**src/rtl/lift_call_dispatch_if.sv**
```systemverilog
// Signal bundle between the call dispatcher and the lift controller.
// Handshake: the dispatcher raises butt_up_down_o with pass_f_o stable and holds
// both until it samples busy_i == 1 (the controller accepted the call) or gives up
// after ACK_TO cycles; busy_i then stays high until the car stands at pass_f_o.
interface lift_call_dispatch_if;
    logic [7:0] call_i;
    logic [2:0] elev_f_i;
    logic       busy_i;
    logic [2:0] pass_f_o;
    logic       butt_up_down_o;
    logic [7:0] pending_o;
    logic       dir_o;
    logic       arrived_o;
    logic       err_o;
    logic [2:0] state_dbg;

    // Lift-controller / button side.
    modport master (
        output call_i, elev_f_i, busy_i,
        input  pass_f_o, butt_up_down_o, pending_o, dir_o, arrived_o, err_o, state_dbg
    );

    // Dispatcher side.
    modport slave (
        input  call_i, elev_f_i, busy_i,
        output pass_f_o, butt_up_down_o, pending_o, dir_o, arrived_o, err_o, state_dbg
    );
endinterface

```
**src/rtl/lift_call_dispatch.sv**
```systemverilog
// Sweep (elevator-algorithm) dispatcher: latches floor calls, picks the nearest
// pending floor in the current sweep direction, hands it to the lift controller
// and holds the door for DWELL cycles once the car has arrived.
module lift_call_dispatch #(
    parameter int DWELL     = 4,
    parameter int ACK_TO    = 32,
    parameter int TRAVEL_TO = 255
) (
    input  logic              clk,
    input  logic              rst,
    lift_call_dispatch_if.slave bus
);

    typedef enum logic [2:0] {
        S_IDLE   = 3'd0,
        S_SELECT = 3'd1,
        S_ISSUE  = 3'd2,
        S_TRAVEL = 3'd3,
        S_DOOR   = 3'd4
    } state_t;

    state_t     state_q, state_d;
    logic [7:0] pending_q, pending_d;
    logic [7:0] call_eff, clr_mask;
    logic [2:0] target_q, target_d;
    logic       dir_q, dir_d;
    logic       err_q, err_d;
    logic [7:0] cnt_q;
    logic       door_entry;
    logic       up_found, dn_found;
    logic [2:0] up_floor, dn_floor;

    // The counter restarts on every state change, so cnt_q == 0 in DOOR marks its first cycle.
    assign door_entry = (state_q == S_DOOR) && (cnt_q == 8'd0);

    // Request latch: the floor the door is open at cannot re-latch; the served bit clears on entry.
    always_comb begin
        call_eff = bus.call_i;
        if (state_q == S_DOOR) begin
            call_eff = bus.call_i & ~(8'b1 << bus.elev_f_i);
        end
        clr_mask  = door_entry ? (8'b1 << target_q) : 8'b0;
        pending_d = (pending_q | call_eff) & ~clr_mask;
    end

    // Nearest pending floor strictly above and strictly below the car.
    always_comb begin
        up_found = 1'b0;
        up_floor = 3'd0;
        dn_found = 1'b0;
        dn_floor = 3'd0;
        for (int i = 7; i >= 0; i--) begin
            if (pending_q[i] && (i > int'(bus.elev_f_i))) begin
                up_found = 1'b1;
                up_floor = 3'(i);
            end
        end
        for (int i = 0; i < 8; i++) begin
            if (pending_q[i] && (i < int'(bus.elev_f_i))) begin
                dn_found = 1'b1;
                dn_floor = 3'(i);
            end
        end
    end

    // State register.
    always_ff @(posedge clk) begin
        if (rst) begin
            state_q <= S_IDLE;
        end else begin
            state_q <= state_d;
        end
    end

    // Next-state logic, including target choice, sweep reversal and timeout fault.
    always_comb begin
        state_d  = state_q;
        target_d = target_q;
        dir_d    = dir_q;
        err_d    = err_q;
        case (state_q)
            S_IDLE: begin
                if (pending_q != 8'd0) state_d = S_SELECT;
            end
            S_SELECT: begin
                if (pending_q == 8'd0) begin
                    state_d = S_IDLE;
                end else if (pending_q[bus.elev_f_i]) begin
                    target_d = bus.elev_f_i;
                    state_d  = S_DOOR;
                end else if (dir_q ? up_found : dn_found) begin
                    target_d = dir_q ? up_floor : dn_floor;
                    state_d  = S_ISSUE;
                end else begin
                    // Nothing ahead: reverse the sweep and take the nearest behind.
                    dir_d    = ~dir_q;
                    target_d = dir_q ? dn_floor : up_floor;
                    state_d  = S_ISSUE;
                end
            end
            S_ISSUE: begin
                if (bus.busy_i) begin
                    state_d = S_TRAVEL;
                end else if (cnt_q == 8'(ACK_TO - 1)) begin
                    err_d   = 1'b1;
                    state_d = S_IDLE;
                end
            end
            S_TRAVEL: begin
                if ((bus.elev_f_i == target_q) && !bus.busy_i) begin
                    state_d = S_DOOR;
                end else if (cnt_q == 8'(TRAVEL_TO - 1)) begin
                    err_d   = 1'b1;
                    state_d = S_IDLE;
                end
            end
            S_DOOR: begin
                if (cnt_q == 8'(DWELL - 1)) state_d = S_SELECT;
            end
            default: state_d = S_IDLE;
        endcase
    end

    // Datapath registers: requests, target, direction, sticky fault, saturating state timer.
    always_ff @(posedge clk) begin
        if (rst) begin
            pending_q <= 8'd0;
            target_q  <= 3'd1;
            dir_q     <= 1'b1;
            err_q     <= 1'b0;
            cnt_q     <= 8'd0;
        end else begin
            pending_q <= pending_d;
            target_q  <= target_d;
            dir_q     <= dir_d;
            err_q     <= err_d;
            if (state_d != state_q) begin
                cnt_q <= 8'd0;
            end else if (cnt_q != 8'hFF) begin
                cnt_q <= cnt_q + 8'd1;
            end
        end
    end

    // Outputs.
    always_comb begin
        bus.pass_f_o       = target_q;
        bus.butt_up_down_o = (state_q == S_ISSUE);
        bus.pending_o      = pending_q;
        bus.dir_o          = dir_q;
        bus.arrived_o      = door_entry;
        bus.err_o          = err_q;
        bus.state_dbg      = state_q;
    end

endmodule

```
**src/flat_wrapper.sv**
```systemverilog
// flat-port wrapper written by rule: the top's interface ports become plain ports
module lift_call_dispatch_flat 
#(
    parameter int DWELL     = 4,
    parameter int ACK_TO    = 32,
    parameter int TRAVEL_TO = 255
)
  (clk, rst, bus_call_i, bus_elev_f_i, bus_busy_i, bus_pass_f_o, bus_butt_up_down_o, bus_pending_o, bus_dir_o, bus_arrived_o, bus_err_o, bus_state_dbg);
  lift_call_dispatch_if bus_i ();
  input  logic clk;
  input  logic rst;
  input wire logic [$bits(bus_i.call_i)-1:0] bus_call_i;
  input wire logic [$bits(bus_i.elev_f_i)-1:0] bus_elev_f_i;
  input wire logic [$bits(bus_i.busy_i)-1:0] bus_busy_i;
  output wire logic [$bits(bus_i.pass_f_o)-1:0] bus_pass_f_o;
  output wire logic [$bits(bus_i.butt_up_down_o)-1:0] bus_butt_up_down_o;
  output wire logic [$bits(bus_i.pending_o)-1:0] bus_pending_o;
  output wire logic [$bits(bus_i.dir_o)-1:0] bus_dir_o;
  output wire logic [$bits(bus_i.arrived_o)-1:0] bus_arrived_o;
  output wire logic [$bits(bus_i.err_o)-1:0] bus_err_o;
  output wire logic [$bits(bus_i.state_dbg)-1:0] bus_state_dbg;
  assign bus_i.call_i = bus_call_i;
  assign bus_i.elev_f_i = bus_elev_f_i;
  assign bus_i.busy_i = bus_busy_i;
  assign bus_pass_f_o = bus_i.pass_f_o;
  assign bus_butt_up_down_o = bus_i.butt_up_down_o;
  assign bus_pending_o = bus_i.pending_o;
  assign bus_dir_o = bus_i.dir_o;
  assign bus_arrived_o = bus_i.arrived_o;
  assign bus_err_o = bus_i.err_o;
  assign bus_state_dbg = bus_i.state_dbg;
  lift_call_dispatch #(.DWELL(DWELL), .ACK_TO(ACK_TO), .TRAVEL_TO(TRAVEL_TO)) u_core (.clk(clk), .rst(rst), .bus(bus_i));
endmodule
```
**config.mk**
```make
export PLATFORM = sky130hd
export DESIGN_NAME = lift_call_dispatch_flat
export DESIGN_NICKNAME = d
export VERILOG_FILES = /design/src/rtl/lift_call_dispatch_if.sv /design/src/rtl/lift_call_dispatch.sv /design/src/flat_wrapper.sv
export SDC_FILE = /design/constraint.sdc
export NUM_CORES = 1
export LEC_CHECK = 0
export BUFFER_PORTS_ARGS = -buffer_cell sky130_fd_sc_hd__buf_2
export CORE_MARGIN = 2
export CORE_UTILIZATION = 35
export DETAILED_ROUTE_END_ITERATION = 16
export GPL_TIMING_DRIVEN = 1
export HOLD_SLACK_MARGIN = 0.15
export MAX_ROUTING_LAYER = met4
export PLACE_DENSITY = 0.63
export SLEW_MARGIN = 10
export SYNTH_ARGS = -nofsm -noshare
export SYNTH_HDL_FRONTEND = slang
export SYNTH_SLANG_ARGS = --single-unit
```
**constraint.sdc**
```tcl
create_clock -name clk -period 3.5 [get_ports clk]
set_clock_uncertainty 0.05 [all_clocks]
set_input_delay 0.7 -clock clk [delete_from_list [all_inputs] [get_ports clk]]
set_output_delay 0.7 -clock clk [all_outputs]
set_load 0.005 [all_outputs]
```
==> impl_metrics.tcl, run 1 <==
set metrics [dict create \
    outcome "complete, no violations" \
    gp_congestion 0.910 \
    chipWidth_microns 75.5 \
    max_cap_viol_count 0 \
    ant_nets 0 \
    synth_edf_count 0 \
    firstDrtPassIters 5 \
    cts-buffers-inserted 3 \
    row_count 26 \
    yosysUniqueCellTypes 56 \
    max-vdd-ir-drop_mv 0.177 \
    cts-root-buf "clkbuf_8" \
    antenna_found_initial 0 \
    fin_ws_ns 1.13 \
    p_seq_frac 0.440 \
    dpl_worst_slack_ns 0.986 \
    grt_pass1_wl_mm 8.01 \
    crit_fanout 5 \
    total_leakage_power_nw 0.753 \
    r2r_end "u_core.cnt_q[7]" \
    clk_path_buf_depth 2 \
    io_pins 32 \
    io_buffers 31 \
    cp.arrival_ns 1.62 \
    fmax_mhz 421 \
    grt_max_degree 25 \
    tns_ns 0 \
    synth_top_flop_cell "dfxtp_1" \
    start_util 0.357 \
    min_from "u_core.bus.err_o" \
    cts_tree "done" \
    setup_viol 0 \
    worstSetupStartpointType "flop" \
    slew_headroom 0.588 \
    hold_path_end "u_core.bus.err_o" \
    drive_above_1_share 0.179 \
    async_flop_share 0 \
    synth.most_common_cell "nor2_1" \
    whs_ns 0.437 \
    dieArea_sq_mm 0.00570 \
    worstPathRequired_ns 2.75 \
    route.detailed.drc 0 \
    worst-r2r-cell-count 6 \
    htree_num_levels 1 \
    postLayoutCellArea_sq_mm 0.00202 \
    r2r_slack_ns 1.31 \
    clkLatencyLatePin_ns 0.27 \
    crit_path_end_kind "output port" \
    post-cts-setup-buffers 0 \
    path_class "reg2out" \
    regToRegStartpoint "u_core.bus.pending_o[4]" \
    synthTopCellsByCount "nor2_1 (35), dfxtp_1 (24), nand2_1 (18)" \
    hp-class "reg2reg" \
    clkTransAtPathRegs_ns 0.08 \
    syn-mean-instance-area_sq_um 7.49 \
    utilization 0.404 \
    syn_inst 239 \
    synthDominantCellAreaShare 0.268 \
    power_density_mw_per_mm2 419 \
    viasPerCell 5.56 \
    hpwl_mm 3.51 \
    grt_usage 0.186 \
    dr_total_vias 1846 \
    hold_viol 0 \
    report.final.slew_viol_count 0 \
    clkPwrFrac 0.196 \
    yosys-top-cells-area "dfxtp_1 (27%), nor2_1 (7.3%), a21oi_1 (4.8%)" \
    nets 281 \
    seq_area_frac_synth 0.268 \
    ys_seq_elements 24 \
    synth_nets 256 \
    internal_power_mw 0.523 \
    first_iter_violations 120 \
    antenna_cells 0 \
    comb_power_share 0.364 \
    syn_area_sq_mm 0.00179 \
    grt-ovfl-total 0 \
    cts_resized 0 \
    fin_crit_sh 0.679 \
    yosys_warnings 0 \
    core_sq_mm 0.00501 \
    clock_sinks 24 \
    synth_area_leader_cell "dfxtp_1" \
    syn2layout_area_growth_pct 13.1 \
    min_path_cells 2 \
    period_minus_slack_ns 2.37 \
    die_h_microns 75.5 \
    worst_pin_slew_ns 0.612 \
    rsz0062_at_grt "no" \
    switching_share 0.385 \
    p_sw_mw 0.327 \
    wl_per_cell_microns 14.7 \
    grt_pass1_vias 1650 \
    wirelength_mm 4.89 \
    place_area_sq_mm 0.00198 \
    postCtsHoldBufs 0 \
]
[registers in the layout, summed over array words and instances (netlist names)]
register / cells
u_core.bus.dir_o: 1
u_core.bus.err_o: 1
u_core.bus.pass_f_o: 3
u_core.bus.pending_o: 8
u_core.bus.state_dbg: 3
u_core.cnt_q: 8
[cell usage in the layout, fill, tap and decap left out, types with 6 or more instances in the layout]
cell	netlist	layout
nor2_1	35	35
buf_2	3	31
dfxtp_1	24	24
nand2_1	18	18
a21oi_1	17	17
nor3_1	16	16
nand3_1	12	12
o21ai_0	12	12
inv_1	10	10
a31oi_1	7	7
nand2b_1	6	6
nor2b_1	6	6
[worst max-delay path, cell delays in order, from the launching register on]
cell,delay [ns]
dfxtp_1,0.35
or3_1,0.43
nor4_1,0.19
and3_1,0.26
buf_2,0.13
[layout make-up]
| cell class | count | area, sq um |
|---|---|---|
| multi-input combinational | 193 | 1210 |
| timing repair buffer | 32 | 163 |
| clock buffer | 3 | 41.3 |
| tap | 70 | 87.6 |
| inverter | 10 | 37.5 |
| fill | 548 | 2990 |
| sequential | 24 | 480 |
[worst max-delay path by stage]
stage	from	end	slack (ns)	cells past startpoint
2_1_floorplan	bus_elev_f_i[1]	u_core.bus.pass_f_o[1]	1.16	7
3_3_place_gp	bus_elev_f_i[1]	u_core.bus.pass_f_o[1]	1.01	7
3_5_place_dp	bus_elev_f_i[1]	u_core.bus.pass_f_o[1]	0.99	7
4_1_cts	u_core.cnt_q[7]	bus_arrived_o	1.12	4
6_report	u_core.cnt_q[7]	bus_arrived_o	1.13	4
5_1_grt	u_core.cnt_q[7]	bus_arrived_o	1.04	4
[power groups by stage]
stage                     clock network [mW]  registers (mW)  logic [mW]
after floorplan                            0           0.355       0.232
after global placement                     0           0.377       0.305
after detailed placement                   0           0.378       0.305
after CTS                              0.173           0.372       0.309
after global routing                   0.189           0.384       0.341
final                                  0.166           0.374       0.309
[per-stage QoR]
step	cells	total power, mW
2_1_floorplan	239	0.587
3_3_place_gp	329	0.682
3_5_place_dp	329	0.683
4_1_cts	332	0.854
5_1_grt	332	0.913
6_report	332	0.849
[kinds of logic (layout without fill, tap and decap cells)]
group | Yosys count | after routing | synth area share
compound gates | 61 | 61 | 0.239
mux | 6 | 6 | 0.0559
buf+inv | 22 | 45 | 0.0531
flops | 24 | 24 | 0.268
fa+ha+maj | 3 | 3 | 0.0210
simple gates | 115 | 115 | 0.324
xor+xnor | 8 | 8 | 0.0391
[per-layer routing]
layer	global-route usage	share of wire
met2	0.254	0.44
met4	0.0546	0.0047
met5	-	0
met3	0.0317	0.064
met1	0.277	0.49
Power figures use the tool's default switching activity.
==> run 2, diff against run 1 <==
--- a/config.mk
+++ b/config.mk
@@ -12,7 +12,7 @@
 export GPL_TIMING_DRIVEN = 1
 export HOLD_SLACK_MARGIN = 0.15
 export MAX_ROUTING_LAYER = met4
-export PLACE_DENSITY = 0.63
+export PLACE_DENSITY = 0.65
 export SLEW_MARGIN = 10
 export SYNTH_ARGS = -nofsm -noshare
 export SYNTH_HDL_FRONTEND = slang
==> constraint.sdc (replaced) <==
create_clock -name clk -period 1.9 [get_ports clk]
set_clock_uncertainty 0.05 [all_clocks]
set_input_delay 0.38 -clock clk [delete_from_list [all_inputs] [get_ports clk]]
set_output_delay 0.38 -clock clk [all_outputs]
set_load 0.005 [all_outputs]
==> run 2 against run 1 <==
Net effect: the flow now finishes with violations (negative setup slack); global-route usage is 1.7 points higher; via count is 12% higher; hold slack worse by 0.078 ns; design area is 23% higher; wire length is 14% higher; register-to-register slack worse by 1.3 ns; utilization is 9.4 points higher; non-clock buffer count is 49 higher; first-iteration DRC count is 83% higher; sequential power is 71% higher.
==> impl_metrics.tcl, run 2 (synthesis results as in run 1) <==
set metrics [dict create \
    placed_cells 374 \
    totalPowerFinal_mw 1.84 \
    rsz0062_at_grt "yes" \
    crit_fanout 3 \
    final_common_cell "buf_4" \
    total_leakage_power_nw 1.02 \
    dpl_worst_slack_ns -0.119 \
    slowest_delay_ns 0.41 \
    fin_cells 382 \
    path_class "reg2out" \
    p_sw_mw 0.678 \
    worstPathRequired_ns 1.47 \
    outcome "finished with violations" \
    clk_path_buf_depth 2 \
    utilization 0.499 \
    final_cell_mix "buf_4 (50), nor2_1 (35), buf_2 (30)" \
    grt_usage 0.203 \
    violations "negative setup slack" \
    max-vdd-ir-drop_mv 0.568 \
    wirelength_mm 5.59 \
    io_pins 32 \
    clkTransAtPathRegs_ns 0.10 \
    clock_sinks 24 \
    switching_share 0.368 \
    ant_nets 0 \
    grt_pass1_wl_mm 8.65 \
    cts-buffers-inserted 3 \
    power_density_mw_per_mm2 738 \
    hold_viol 0 \
    postCtsHoldBufs 0 \
    clkLatencyLatePin_ns 0.28 \
    first_iter_violations 220 \
    place_area_sq_mm 0.00232 \
    route.detailed.drc 0 \
    crit_slowest_cell "or3_4" \
    fmax_mhz 517 \
    postLayoutCellArea_sq_mm 0.00250 \
    die_h_microns 75.5 \
    fin_ws_ns -0.0340 \
    comb_power_share 0.452 \
    hp-class "in2reg" \
    max_cap_viol_count 0 \
    row_count 26 \
    crit_chain "or3_4, nor4_4, and3_4, buf_6" \
    dieArea_sq_mm 0.00570 \
    start_util 0.357 \
    gp_congestion 1.05 \
    fin_crit_sh 1.02 \
    worst-r2r-cell-count 7 \
    internal_power_mw 1.17 \
    clkPwrFrac 0.202 \
    worst_pin_slew_ns 0.387 \
    p_seq_frac 0.347 \
    crit_path_end_kind "output port" \
    period_minus_slack_ns 1.93 \
    grt_max_degree 20 \
    report.final.slew_viol_count 0 \
    worstSetupStartpointType "flop" \
    antenna_cells 0 \
    syn2layout_area_growth_pct 39.5 \
    grt_pass1_vias 1803 \
    wl_per_cell_microns 14.6 \
    core_sq_mm 0.00501 \
    slew_headroom 0.735 \
    n_fill_cell 499 \
    cp.arrival_ns 1.50 \
    io_buffers 31 \
    cts_tree "done" \
    cts-root-buf "clkbuf_8" \
    nets 330 \
    chipWidth_microns 75.5 \
    dr_total_vias 2069 \
    drive_above_1_share 0.359 \
    htree_num_levels 1 \
    viasPerCell 5.42 \
    grt-ovfl-total 0 \
    antenna_found_initial 0 \
    hpwl_mm 4.23 \
    min_path_cells 3 \
    firstDrtPassIters 4 \
    setup_viol 1 \
]
run 2: repair_timing:
item,CTS,global route
resized for setup,3,18
pin swaps,1,8
setup buffers,1,3
endpoints found under the setup margin,9,10
run 2: layer usage:
layer / vias up / track usage / part of all wire
met5: - / - / 0
met4: 0 / 0.0741 / 0.021
met3: 10 / 0.0172 / 0.060
met2: 72 / 0.320 / 0.47
met1: 974 / 0.271 / 0.45
li1: 1013 / - / -
run 2: worst max-delay path, delay by kind of cell, from the launching register on:
| kind | cells | cell delay [ns] |
|---|---|---|
| AND/OR/NAND/NOR | 3 | 0.79 |
| flip-flops | 1 | 0.33 |
| buffers and inverters | 1 | 0.09 |
run 2: worst paths after layout:
path                         start                 endpoint  slack (ns)
setup / recovery   u_core.cnt_q[6]            bus_arrived_o       -0.03
hold / removal       bus_call_i[6]  u_core.bus.pending_o[6]        0.36
setup reg to reg   u_core.cnt_q[6]          u_core.cnt_q[5]        0.05
hold reg to reg   u_core.bus.err_o         u_core.bus.err_o        0.44
run 2: cell type report:
class / instances / area [sq um] / share of cell area
clock buffer: 4 / 55.1 / 0.0220
multi-input combinational: 193 / 1290 / 0.518
inverter: 10 / 37.5 / 0.0150
timing repair buffer: 81 / 537 / 0.215
tap: 70 / 87.6 / 0.0351
sequential: 24 / 488 / 0.195
run 2: power groups by stage:
stage	Combinational, mW	Clock (mW)	Sequential (mW)
final	0.833	0.372	0.639
after global routing	0.907	0.391	0.648
after CTS	0.784	0.369	0.631
after detailed placement	0.771	0	0.642
after global placement	0.766	0	0.642
after floorplan	0.428	0	0.654
run 2: through the flow:
| step | hold WS [ns] | TNS (ns) |
|---|---|---|
| 2_1_floorplan | 0.411 | -0.0269 |
| 3_3_place_gp | 0.409 | -0.187 |
| 4_1_cts | 0.360 | -0.0187 |
| 6_report | 0.360 | -0.0340 |
| 5_1_grt | 0.376 | -0.182 |
| 3_5_place_dp | 0.416 | -0.288 |
